[src/rtl/beq_branch_unit.sv]
// Execute-stage branch evaluator: ALU, offset sign-extend/shift, branch
// target adder and next-PC select, with every result registered once.
module beq_branch_unit #(
  parameter int WIDTH = 32
) (
  input  logic             clk,
  input  logic             reset,
  input  logic             in_valid,
  input  logic [WIDTH-1:0] pc_plus4,
  input  logic [15:0]      offset,
  input  logic [WIDTH-1:0] rs_val,
  input  logic [WIDTH-1:0] rt_val,
  input  logic [3:0]       alu_op,
  input  logic             is_beq,
  output logic             out_valid,
  output logic [WIDTH-1:0] alu_result,
  output logic             zero,
  output logic [WIDTH-1:0] branch_target,
  output logic             branch_taken,
  output logic [WIDTH-1:0] next_pc
);

  localparam logic [3:0] OP_AND = 4'b0000;
  localparam logic [3:0] OP_OR  = 4'b0001;
  localparam logic [3:0] OP_ADD = 4'b0010;
  localparam logic [3:0] OP_SUB = 4'b0110;
  localparam logic [3:0] OP_SLT = 4'b0111;
  localparam logic [3:0] OP_NOR = 4'b1100;

  logic [WIDTH-1:0] alu_comb;
  logic [WIDTH-1:0] offset_shifted;
  logic [WIDTH-1:0] target_comb;
  logic             zero_comb;
  logic             taken_comb;
  logic [WIDTH-1:0] next_pc_comb;
  logic             slt_lt;

  // Signed compare directly on the operands so SLT stays correct when A-B overflows.
  assign slt_lt = $signed(rs_val) < $signed(rt_val);

  // ALU operation select; unknown codes yield zero.
  always_comb begin
    alu_comb = '0;
    case (alu_op)
      OP_AND:  alu_comb = rs_val & rt_val;
      OP_OR:   alu_comb = rs_val | rt_val;
      OP_ADD:  alu_comb = rs_val + rt_val;
      OP_SUB:  alu_comb = rs_val - rt_val;
      OP_SLT:  alu_comb = {{(WIDTH-1){1'b0}}, slt_lt};
      OP_NOR:  alu_comb = ~(rs_val | rt_val);
      default: alu_comb = '0;
    endcase
  end

  // Sign-extend and shift by 2 in one step; the top two extended bits fall off.
  assign offset_shifted = {{(WIDTH-18){offset[15]}}, offset, 2'b00};
  assign target_comb    = pc_plus4 + offset_shifted;
  assign zero_comb      = (alu_comb == '0);
  assign taken_comb     = is_beq & zero_comb & in_valid;
  assign next_pc_comb   = taken_comb ? target_comb : pc_plus4;

  // Output registers: reset wins and discards the current cycle's inputs.
  always_ff @(posedge clk) begin
    if (reset) begin
      out_valid     <= 1'b0;
      alu_result    <= '0;
      zero          <= 1'b0;
      branch_target <= '0;
      branch_taken  <= 1'b0;
      next_pc       <= '0;
    end else begin
      out_valid     <= in_valid;
      alu_result    <= alu_comb;
      zero          <= zero_comb;
      branch_target <= target_comb;
      branch_taken  <= taken_comb;
      next_pc       <= next_pc_comb;
    end
  end

endmodule

[config.mk]
export PLATFORM = sky130hd
export DESIGN_NAME = beq_branch_unit
export DESIGN_NICKNAME = d
export VERILOG_FILES = /design/src/rtl/beq_branch_unit.sv
export SDC_FILE = /design/constraint.sdc
export NUM_CORES = 1
export LEC_CHECK = 0
export BUFFER_PORTS_ARGS = -buffer_cell sky130_fd_sc_hd__buf_2
export CELL_PAD_IN_SITES_DETAIL_PLACEMENT = 0
export CELL_PAD_IN_SITES_GLOBAL_PLACEMENT = 1
export CORE_UTILIZATION = 42
export CTS_BUF_LIST = sky130_fd_sc_hd__clkbuf_16
export CTS_CLUSTER_DIAMETER = 100
export DETAILED_ROUTE_END_ITERATION = 10
export GPL_ROUTABILITY_DRIVEN = 0
export PLACE_DENSITY_LB_ADDON = 0.1
export SLEW_MARGIN = 20
export SYNTH_ARGS = -nofsm -noshare
export SYNTH_HDL_FRONTEND = slang
export SYNTH_SLANG_ARGS = --single-unit
[constraint.sdc]
create_clock -name clk -period 4.6 [get_ports clk]
set_clock_uncertainty 0.1 [all_clocks]
set_input_delay 0.23 -clock clk [delete_from_list [all_inputs] [get_ports clk]]
set_output_delay 0.23 -clock clk [all_outputs]
set_load 0.01 [all_outputs]
# Yosys cells after proc, flatten, opt, wreduce, memory -nomap -nowiden
# Cells that the tools add are included.
[word_totals] input_bits=120 wordCells=24 reg_bits=99
[op_classes] n_bitwise=5 add_sub_neg=3 mux=2 order_cmp=1 n_reduce_logical=2 n_eq_ne=5
[op_table] operator="$pmux 32 s6" n=1
[op_table] operator="$add 32x32->32" n=2
[op_table] operator="$and 32x32->32" n=1
[op_table] operator="$logic_not 32->1" n=1
[op_table] operator="$lt 32x32->1" n=1
[op_table] operator="$mux 32" n=1
[op_table] operator="$not 32->32" n=1
[op_table] operator="$or 32x32->32" n=1
[op_table] operator="$sub 32x32->32" n=1
[op_table] operator="$eq 4x3->1 const B" n=2
[op_table] operator="$eq 4x1->1 const B" n=1
[op_table] operator="$eq 4x2->1 const B" n=1
[op_table] operator="$eq 4x4->1 const B" n=1
[op_table] operator="$logic_not 4->1" n=1
[op_table] operator="$and 1x1->1" n=2

# Depth between registers and ports, before layout
# Gate-level depths: netlist of the first run.
[depth] depth_word=7 depth_mapped=16 mapped_depth_nobuf=14

# Worst setup path before layout of the first run
# Ideal clock, no wire load.
[synth_path] kind="input -> register" start="input port rs_val[10]" end="register next_pc[10]" cell_stages=16 slack_ns=0.715 setup_ns=0.121 t_required_ns=4.379 arrival_ns=3.664 path_cell_list="inv_1 -> ha_1 -> buf_2 -> a21o_1 -> a211o_1 -> o22a_1 -> o211ai_1 -> mux2_2 -> a2111oi_2 -> nand4_1 -> nor4_1 -> nand3_1 -> or4_1 -> buf_2 -> buf_6 -> mux2_4"
[synth_between] elab_chain_len=7
[synth_rtl] item="start, declared" line_no="11" source="input logic [WIDTH-1:0] rs_val,"
[synth_rtl] item="branches (longest 2 deep; another with $sub 32x32->32)"
[synth_rtl] item="$pmux 32 s6 (*)" line_no="44" source="case (alu_op)"
[synth_rtl] item="$logic_not 32->1 (*)" line_no="58" source="assign zero_comb = (alu_comb == '0);"
[synth_rtl] item="$and 1x1->1 (*) (2 in a row)" line_no="59" source="assign taken_comb = is_beq & zero_comb & in_valid;"
[synth_rtl] item="$mux 32 (*)" line_no="60" source="assign next_pc_comb = taken_comb ? target_comb : pc_plus4;"
[synth_rtl] item="end signal, assigned" line_no="77" source="next_pc <= next_pc_comb;"
[synth_rtl] item="end, declared" line_no="20" source="output logic [WIDTH-1:0] next_pc"
# Every way passes the cells marked *.
# A chain may end at the register's enable or synchronous reset.

# Worst setup path after layout of the first run
[layout_path] start="input port rt_val[0]" end="register next_pc[20]"
[layout_between] elab_chain_len=7
[layout_rtl] item="start, declared" line_no="12" source="input logic [WIDTH-1:0] rt_val,"
[layout_rtl] item="branches (longest 2 deep; another with $sub 32x32->32)"
[layout_rtl] item="$pmux 32 s6 (*)" line_no="44"
[layout_rtl] item="$logic_not 32->1 (*)" line_no="58"
[layout_rtl] item="$and 1x1->1 (*) (2 in a row)" line_no="59"
[layout_rtl] item="$mux 32 (*)" line_no="60"
# Marks and branches as above.

==> impl_metrics.env, run 1 <==
export IMPL_cts_max_level=3
export IMPL_synth_mux_area_frac=0.0489
export IMPL_nFillCells=2559
export IMPL_finalCritPeriodShare=0.966
export IMPL_dp_cells=1999
export IMPL_dieArea_mm2=0.0264
export IMPL_crit_type="in2reg"
export IMPL_fp_coreArea_mm2=0.0252
export IMPL_cts_made_buffers=9
export IMPL_placed_area_mm2=0.0130
export IMPL_io_pins=219
export IMPL_rsz0062_at_grt="no"
export IMPL_start_util=0.429
export IMPL_post_cts_buffers=0
export IMPL_grt_pass1_wl_mm=61.4
export IMPL_synthArstFlopShare=0
export IMPL_drv_slew=0
export IMPL_avgSynthCellArea_um2=7.70
export IMPL_grt_usage=0.297
export IMPL_drt_wl_total_mm=39.6
export IMPL_tightest_slew_ns=1.12
export IMPL_netlist_area_mm2=0.0108
export IMPL_antenna_found_initial=1
export IMPL_synth_top_area_frac=0.180
export IMPL_post_synth_top_count_cell="nor2_1"
export IMPL_cts_tree="yes"
export IMPL_synth_edff_count=0
export IMPL_rows=58
export IMPL_path_clk_slew_ns=0.09
export IMPL_hold_viol=0
export IMPL_tns_ns=0
export IMPL_yosysWarnings=0
export IMPL_grt_pass1_vias=11000
export IMPL_clkSinkCount=97
export IMPL_cp_end_kind="register"
export IMPL_drv_cap=0
export IMPL_start_kind="input pin"
export IMPL_nets=1941
export IMPL_holdCritStartpoint="pc_plus4[0]"
export IMPL_min_path_type="in2reg"
export IMPL_synth_cells=1403
export IMPL_ir_drop_mv=0.191
export IMPL_dieWidth_um=162
export IMPL_cpMostUsedCell="a211o_1"
export IMPL_cp_max_fo=31
export IMPL_ys_seq_area_frac=0.180
export IMPL_cts_buffer_depth=2
export IMPL_drive_gt1_frac=0.259
export IMPL_postRouteAntennaNets=0
export IMPL_routedWlPerCell_um=19.6
export IMPL_p_per_area_mw_per_mm2=236
export IMPL_port_buffers=218
export IMPL_grt_overflow=0
export IMPL_synthTopCellsByArea="dfxtp_1 (18%), ha_1 (16%), nor2_1 (5.1%)"
export IMPL_grt_max_degree=98
export IMPL_vias=11800
export IMPL_yosys_area_share_simple=0.223
export IMPL_setup_ws_ns=0.158
export IMPL_multi_input_area_mm2=0.00813
export IMPL_synth_top_family_by_area="compound AO/OA/AOI/OAI gates"
export IMPL_hold_path_depth=2
export IMPL_dp_worst_setup_slack_ns=-0.183
export IMPL_min_to="branch_target[0]"
export IMPL_synth_main_ff_cell="dfxtp_1"
export IMPL_root_buffer="clkbuf_16"
export IMPL_hpwlAfterDp_mm=31.8
export IMPL_drt_iter0_drc=1079
export IMPL_synth_commonest_cells="nor2_1 (148), ha_1 (137), a21oi_1 (104), inv_1 (99), dfxtp_1 (97)"
export IMPL_regArea_mm2=0.00194
export IMPL_max_freq_mhz=225
export IMPL_synth_ff_latch_count=97
export IMPL_synth_top_cell_by_area="dfxtp_1"
export IMPL_fin_crit_ns=4.44
export IMPL_status="finished clean"
export IMPL_required_ns=4.74
export IMPL_area_growth_pct=23.0
export IMPL_setup_viol=0
export IMPL_p_leak_uw=0.00641
export IMPL_drc=0
export IMPL_viasPerCell=5.84
export IMPL_critPathArrivalTime_ns=4.58
export IMPL_synth_compound_area_share=0.290
export IMPL_slowest_delay_ns=0.60
export IMPL_stdcell_count=2017
export IMPL_cp_slowest_cell="or4_2"
export IMPL_dr_pass1_iters=8
export IMPL_synthesis_nets=1663
export IMPL_synth_adder_area_share=0.164
export IMPL_path_cells="buf_2 > ha_1 > inv_1 > fa_1 > nor2b_1 > o211ai_1 > a211o_1 > a21o_1 > and4_1 > a211o_1 > a2111oi_4 > o2111a_1 > nand3_1 > or4_2 > buf_12 > mux2_4"
export IMPL_synth_cell_type_count=94
export IMPL_fp_dieH_um=162
export IMPL_design_area_mm2=0.0133
export IMPL_synth_xor_xnor_area_share=0.0219
export IMPL_relSlewSlack=0.255
==> routing by layer <==
metal  GRT usage  share of wire  vias up
met5           0              0        -
met4      0.0883          0.028        0
met3      0.0581          0.094       78
met2       0.457           0.43      591
met1       0.414           0.44     5467
li1            -              -     5639
==> power by group <==
| group | total (µW) | internal, µW | switching (µW) | leakage (µW) |
|---|---|---|---|---|
| sequential | 930 | 911 | 18.9 | 0.000804 |
| combinational | 1390 | 575 | 815 | 0.00546 |
| clock | 814 | 390 | 425 | 0.000146 |
| total | 3130 | 1880 | 1260 | 0.00641 |
==> cells in the final DEF, fill, tap and decap left out, types with 36 or more instances in the layout <==
cell / Yosys / routed
a21oi_1: 104 / 104
buf_4: 8 / 123
inv_1: 99 / 99
nor2_1: 148 / 147
ha_1: 137 / 137
o21ai_0: 63 / 63
nor2b_1: 72 / 72
dfxtp_1: 97 / 97
nor3_1: 36 / 36
buf_2: 27 / 217
nand2_1: 81 / 81
==> metrics by stage <==
stage | power, µW | hold slack [ns] | utilization
finish | 3130 | 0.0401 | 0.528
floorplan | 1780 | 0.258 | -
CTS | 3120 | 0.0393 | 0.527
global placement | 2300 | 0.344 | 0.514
global route | 3310 | 0.0501 | 0.528
detailed placement | 2300 | 0.349 | 0.514
==> cells by family (layout without fill, tap and decap cells) <==
family | count (synthesis) | after routing
adders and majority gates | 140 | 140
and+or+nand+nor | 469 | 469
DFF | 97 | 97
buffers and inverters | 185 | 468
muxes | 38 | 38
AOI/OAI and AO/OA | 447 | 447
other | 0 | 1
xor gates and xnor gates | 27 | 27
==> worst max path at each step <==
| stage | from | to | cells after the start |
|---|---|---|---|
| after floorplan | rs_val[10] | next_pc[10] | 16 |
| after global placement | rs_val[17] | next_pc[31] | 15 |
| after detailed placement | rs_val[17] | next_pc[31] | 15 |
| after CTS | rs_val[17] | next_pc[31] | 15 |
| after global routing | rt_val[0] | next_pc[31] | 16 |
| final | rt_val[0] | next_pc[20] | 16 |
==> registers in the layout (all words and copies together), names as in the netlist <==
name	count
alu_result	32
branch_taken	1
branch_target	32
next_pc	30
out_valid	1
zero	1
==> cell type report <==
cell class	instances	share of cell area
flip-flops and latches	97	0.146
multi-input cells	1121	0.611
clock buffers	9	0.0169
repair buffers	345	0.158
inverters	107	0.0302
clock inverters	7	0.00640
diodes	1	0.000188
well taps	330	0.0310
==> timing repair <==
item	in CTS	in global routing
setup endpoints to repair	0	30
endpoints found under the hold margin	1	0
hold buffers	1	0
resized for setup	0	2
==> worst max-delay path: cells and delay by family <==
kind                       cells  cell delay [ns]
buffers and inverters          3             0.42
muxes                          1             0.32
and+or+nand+nor                4             1.06
AOI/OAI and AO/OA              6             1.86
adders and majority gates      2             0.66
No activity file was read; power rests on OpenSTA's default activity.
==> inputs of run 2 (changes only) <==
Settings changed: CORE_ASPECT_RATIO set to 0.6.
==> run 2 against run 1 <==
Net effect:
- utilization is 0.39 points higher
- cell area is 1.1% higher
- sequential share of layout area is 0.16 points lower
- sequential power hardly changed
- clock power is 12% higher
==> impl_metrics.env, run 2 (same netlist as run 1, synthesis figures left out) <==
export IMPL_status="finished clean"
export IMPL_nFillCells=2506
export IMPL_grt_max_degree=98
export IMPL_antenna_found_initial=3
export IMPL_grt_util_met2=0.392
export IMPL_grt_usage=0.305
export IMPL_dr_pass1_iters=6
export IMPL_comb_power_share=0.438
export IMPL_hold_viol=0
export IMPL_path_buf_inv=5
export IMPL_slowest_delay_ns=0.62
export IMPL_dieArea_mm2=0.0264
export IMPL_drt_wl_total_mm=41.0
export IMPL_area_growth_pct=24.5
export IMPL_fp_dieH_um=126
export IMPL_grt_pass1_wl_mm=62.3
export IMPL_relSlewSlack=0.298
export IMPL_regArea_mm2=0.00194
export IMPL_power_switching_uw=1240
export IMPL_hpwlAfterDp_mm=33.0
export IMPL_max_freq_mhz=220
export IMPL_min_path_type="in2reg"
export IMPL_finalCritPeriodShare=0.989
export IMPL_drc=0
export IMPL_gr_usage_met3=0.114
export IMPL_dp_worst_setup_slack_ns=-0.250
export IMPL_postRouteAntennaNets=0
export IMPL_cpMostUsedCell="buf_4"
export IMPL_p_leak_uw=0.00652
export IMPL_critPathArrivalTime_ns=4.71
export IMPL_drt_iter0_drc=1328
export IMPL_postLayoutCoreUtil=0.532
export IMPL_worstSetupPathDepth=17
export IMPL_gr_usage_met1=0.464
export IMPL_tightest_slew_ns=1.05
export IMPL_nets=1960
export IMPL_clock_power_share=0.279
export IMPL_cts_tree="yes"
export IMPL_post_cts_buffers=0
export IMPL_fin_crit_ns=4.55
export IMPL_grt_pass1_vias=10900
export IMPL_internal_power_uw=2030
export IMPL_cp_max_fo=31
export IMPL_tns_ns=0
export IMPL_drv_slew=0
export IMPL_cts_max_level=3
export IMPL_crit_type="in2reg"
export IMPL_grt_busiest_layer="met1"
export IMPL_stdcell_count=2033
export IMPL_clkSinkCount=97
export IMPL_root_buffer="clkbuf_16"
export IMPL_fp_coreArea_mm2=0.0253
export IMPL_io_pins=219
export IMPL_port_buffers=218
export IMPL_dp_cells=2015
export IMPL_cts_buffer_depth=2
export IMPL_layout_commonest_cell="buf_2"
export IMPL_path_cells="buf_2 > inv_1 > ha_1 > a211oi_2 > o211ai_2 > a21o_1 > buf_4 > o211ai_1 > mux2_2 > a2111oi_2 > nand4_1 > nor4_1 > buf_4 > nand3_1 > or4_2 > buf_12 > mux2_1"
export IMPL_vias=11900
export IMPL_required_ns=4.76
export IMPL_p_per_area_mw_per_mm2=243
export IMPL_final_cell_mix="buf_2 (217), nor2_1 (147), buf_4 (141)"
export IMPL_dieWidth_um=209
export IMPL_path_clk_slew_ns=0.07
export IMPL_multi_input_area_mm2=0.00812
export IMPL_hold_path_depth=3
export IMPL_ir_drop_mv=0.138
export IMPL_cts_made_buffers=9
export IMPL_grt_overflow=0
export IMPL_setup_viol=0
export IMPL_drive_gt1_frac=0.268
export IMPL_start_kind="input pin"
export IMPL_routedWlPerCell_um=20.1
export IMPL_total_power_uw=3270
export IMPL_rows=45
export IMPL_critical_path_top_delay_family="compound AO/OA/AOI/OAI gates"
export IMPL_cp_end_kind="register"
export IMPL_drv_cap=0
export IMPL_diodes=0
export IMPL_cp_slowest_cell="or4_2"
export IMPL_setup_ws_ns=0.0521
export IMPL_power_frac_seq=0.283
export IMPL_swShare=0.379
export IMPL_start_util=0.428
export IMPL_top_regs="alu_result x32, branch_target x32, next_pc x30"
export IMPL_viasPerCell=5.86
[run 2: what timing repair did]
action	CTS	global route
endpoints found under the setup margin	0	30
hold buffers	3	0
gates resized for setup	0	4
hold endpoints to repair	3	0
[run 2: final timing paths]
kind | from | to | slack (ns)
max | rs_val[1] | next_pc[31] | 0.05
min | pc_plus4[9] | next_pc[9] | 0.12
[run 2: tightest hold or removal path, cell delays in order]
cell and delay [ns]:
buf_2 0.09, nor2b_1 0.12, mux2_4 0.14
[run 2: layout make-up]
cell class	instances	area share
multi-input combinational	1121	0.604
timing repair buffer	364	0.166
clock buffer	9	0.0167
sequential	97	0.144
tap	329	0.0306
clock inverter	6	0.00837
inverter	107	0.0299
[run 2: layer usage]
layer	vias to the layer above	routed length [µm]
met2	696	14800
met4	2	633
li1	5687	-
met1	5466	20200
met3	61	5370
met5	-	12
[run 2: power groups by stage]
stage | combinational [µW] | sequential [µW] | clock, µW
floorplan | 794 | 987 | 0
global placement | 1370 | 946 | 0
detailed placement | 1380 | 947 | 0
CTS | 1390 | 928 | 931
global route | 1540 | 933 | 960
finish | 1430 | 927 | 911
[run 2: metrics by stage]
step	instance area (µm²)	hold WS [ns]
5_1_grt	13500	0.126
6_report	13500	0.119
4_1_cts	13400	0.109
3_5_place_dp	13100	0.353
2_1_floorplan	10800	0.258
3_3_place_gp	13100	0.346
==> inputs of run 3 (changes only) <==
Settings changed: SETUP_SLACK_MARGIN set to 0.15.
==> run 3 against run 2 <==
Net effect:
- worst hold slack got worse by 0.0011 ns
- sequential share of layout area down 0.083 points
- largest cell class unchanged
- die area unchanged
- critical path depth unchanged
- critical path type unchanged
- cell area increased by 0.58%
- via count increased by 0.39%
- combinational power about the same
- largest power group unchanged
==> impl_metrics.env, run 3 (same netlist as run 1, synthesis figures left out) <==
export IMPL_hold_path_depth=3
export IMPL_fp_dieH_um=126
export IMPL_power_switching_uw=1240
export IMPL_cp_max_fo=15
export IMPL_drv_cap=0
export IMPL_port_buffers=218
export IMPL_cts_buffer_depth=2
export IMPL_drt_iter0_drc=1255
export IMPL_layout_commonest_cell="buf_2"
export IMPL_area_growth_pct=25.2
export IMPL_placed_area_mm2=0.0131
export IMPL_clkSinkCount=97
export IMPL_viasPerCell=5.88
export IMPL_grt_usage=0.306
export IMPL_required_ns=4.77
export IMPL_clock_power_share=0.278
export IMPL_drt_wl_total_mm=41.2
export IMPL_path_clk_slew_ns=0.07
export IMPL_fin_crit_ns=4.28
export IMPL_critPathArrivalTime_ns=4.45
export IMPL_stdcell_count=2035
export IMPL_swShare=0.379
export IMPL_start_kind="input pin"
export IMPL_cts_made_buffers=9
export IMPL_cp_startpoint="rs_val[1]"
export IMPL_hold_viol=0
export IMPL_dr_pass1_iters=7
export IMPL_relSlewSlack=0.301
export IMPL_cp_end_kind="register"
export IMPL_diodes=0
export IMPL_vias=12000
export IMPL_min_path_type="in2reg"
export IMPL_drv_slew=0
export IMPL_nets=1962
export IMPL_cts_max_level=3
export IMPL_tns_ns=0
export IMPL_start_util=0.428
export IMPL_max_freq_mhz=233
export IMPL_status="finished clean"
export IMPL_grt_overflow=0
export IMPL_routedWlPerCell_um=20.3
export IMPL_comb_power_share=0.439
export IMPL_setup_viol=0
export IMPL_rows=45
export IMPL_top_regs="alu_result x32, branch_target x32, next_pc x30"
export IMPL_root_buffer="clkbuf_16"
export IMPL_fp_coreArea_mm2=0.0253
export IMPL_dieArea_mm2=0.0264
export IMPL_holdCritStartpoint="pc_plus4[9]"
export IMPL_dieWidth_um=209
export IMPL_p_per_area_mw_per_mm2=242
export IMPL_finalCritPeriodShare=0.931
export IMPL_drive_gt1_frac=0.273
export IMPL_rsz0062_at_grt="no"
export IMPL_tightest_slew_ns=1.05
export IMPL_design_area_mm2=0.0135
export IMPL_dp_cells=2015
export IMPL_internal_power_uw=2040
export IMPL_hold_slack_ns=0.118
export IMPL_grt_max_degree=98
export IMPL_postLayoutCoreUtil=0.535
export IMPL_crit_type="in2reg"
export IMPL_final_cell_mix="buf_2 (217), nor2_1 (146), buf_4 (142)"
export IMPL_grt_pass1_wl_mm=62.4
export IMPL_antenna_found_initial=3
export IMPL_grt_pass1_vias=10900
export IMPL_p_leak_uw=0.00655
export IMPL_cts_tree="yes"
export IMPL_postRouteAntennaNets=0
export IMPL_ir_drop_mv=0.139
export IMPL_power_frac_seq=0.283
export IMPL_drc=0
export IMPL_hpwlAfterDp_mm=33.0
export IMPL_io_pins=219
## run 3: per-layer routing
metal | routed length, µm | up-vias | track usage
met4 | 613 | 2 | 0.0683
met5 | 12 | - | 0
met3 | 5570 | 56 | 0.114
met1 | 20100 | 5502 | 0.464
li1 | - | 5698 | -
met2 | 14900 | 701 | 0.394
## run 3: area by class of cell
cell class / instances / area, µm²
Clock inverter: 6 / 113
Tap cell: 329 / 412
Inverter: 107 / 402
Sequential cell: 97 / 1940
Multi-Input combinational cell: 1121 / 8170
Clock buffer: 9 / 225
Timing Repair Buffer: 366 / 2270
Fill cell: 2494 / 11800
## run 3: timing repair
item	in CTS	in global routing
hold endpoints to repair	3	0
buffers inserted	0	1
hold buffers	3	0
cloned	0	1
gates resized for setup	2	13
pin swaps	0	3
setup endpoints to repair	26	30
## run 3: power groups by stage
stage / registers (µW) / clock network (µW) / logic (µW)
global route: 933 / 960 / 1550
global placement: 946 / 0 / 1370
finish: 927 / 913 / 1440
detailed placement: 947 / 0 / 1380
CTS: 928 / 931 / 1390
floorplan: 987 / 0 / 794
## run 3: final timing paths
path	end	slack, ns
worst max-delay path	next_pc[13]	0.32
worst min-delay path	next_pc[9]	0.12
## run 3: through the flow
step                      power (µW)  setup slack [ns]
after floorplan                 1780             0.715
after CTS                       3250             0.175
after global routing            3440             0.241
after detailed placement        2330            -0.250
after global placement          2320            -0.156
final                           3280             0.315
## run 3: critical path, stage by stage
cell       delay, ns
buf_2           0.11
inv_1           0.06
ha_1            0.31
a211oi_2        0.28
o211ai_2        0.15
a21o_1          0.28
buf_4           0.18
o211ai_1        0.30
mux2_2          0.41
a2111oi_4       0.40
nand4_1         0.12
nor4_1          0.32
buf_4           0.17
nand3_1         0.10
or4_4           0.49
clkbuf_16       0.23
mux2_4          0.31
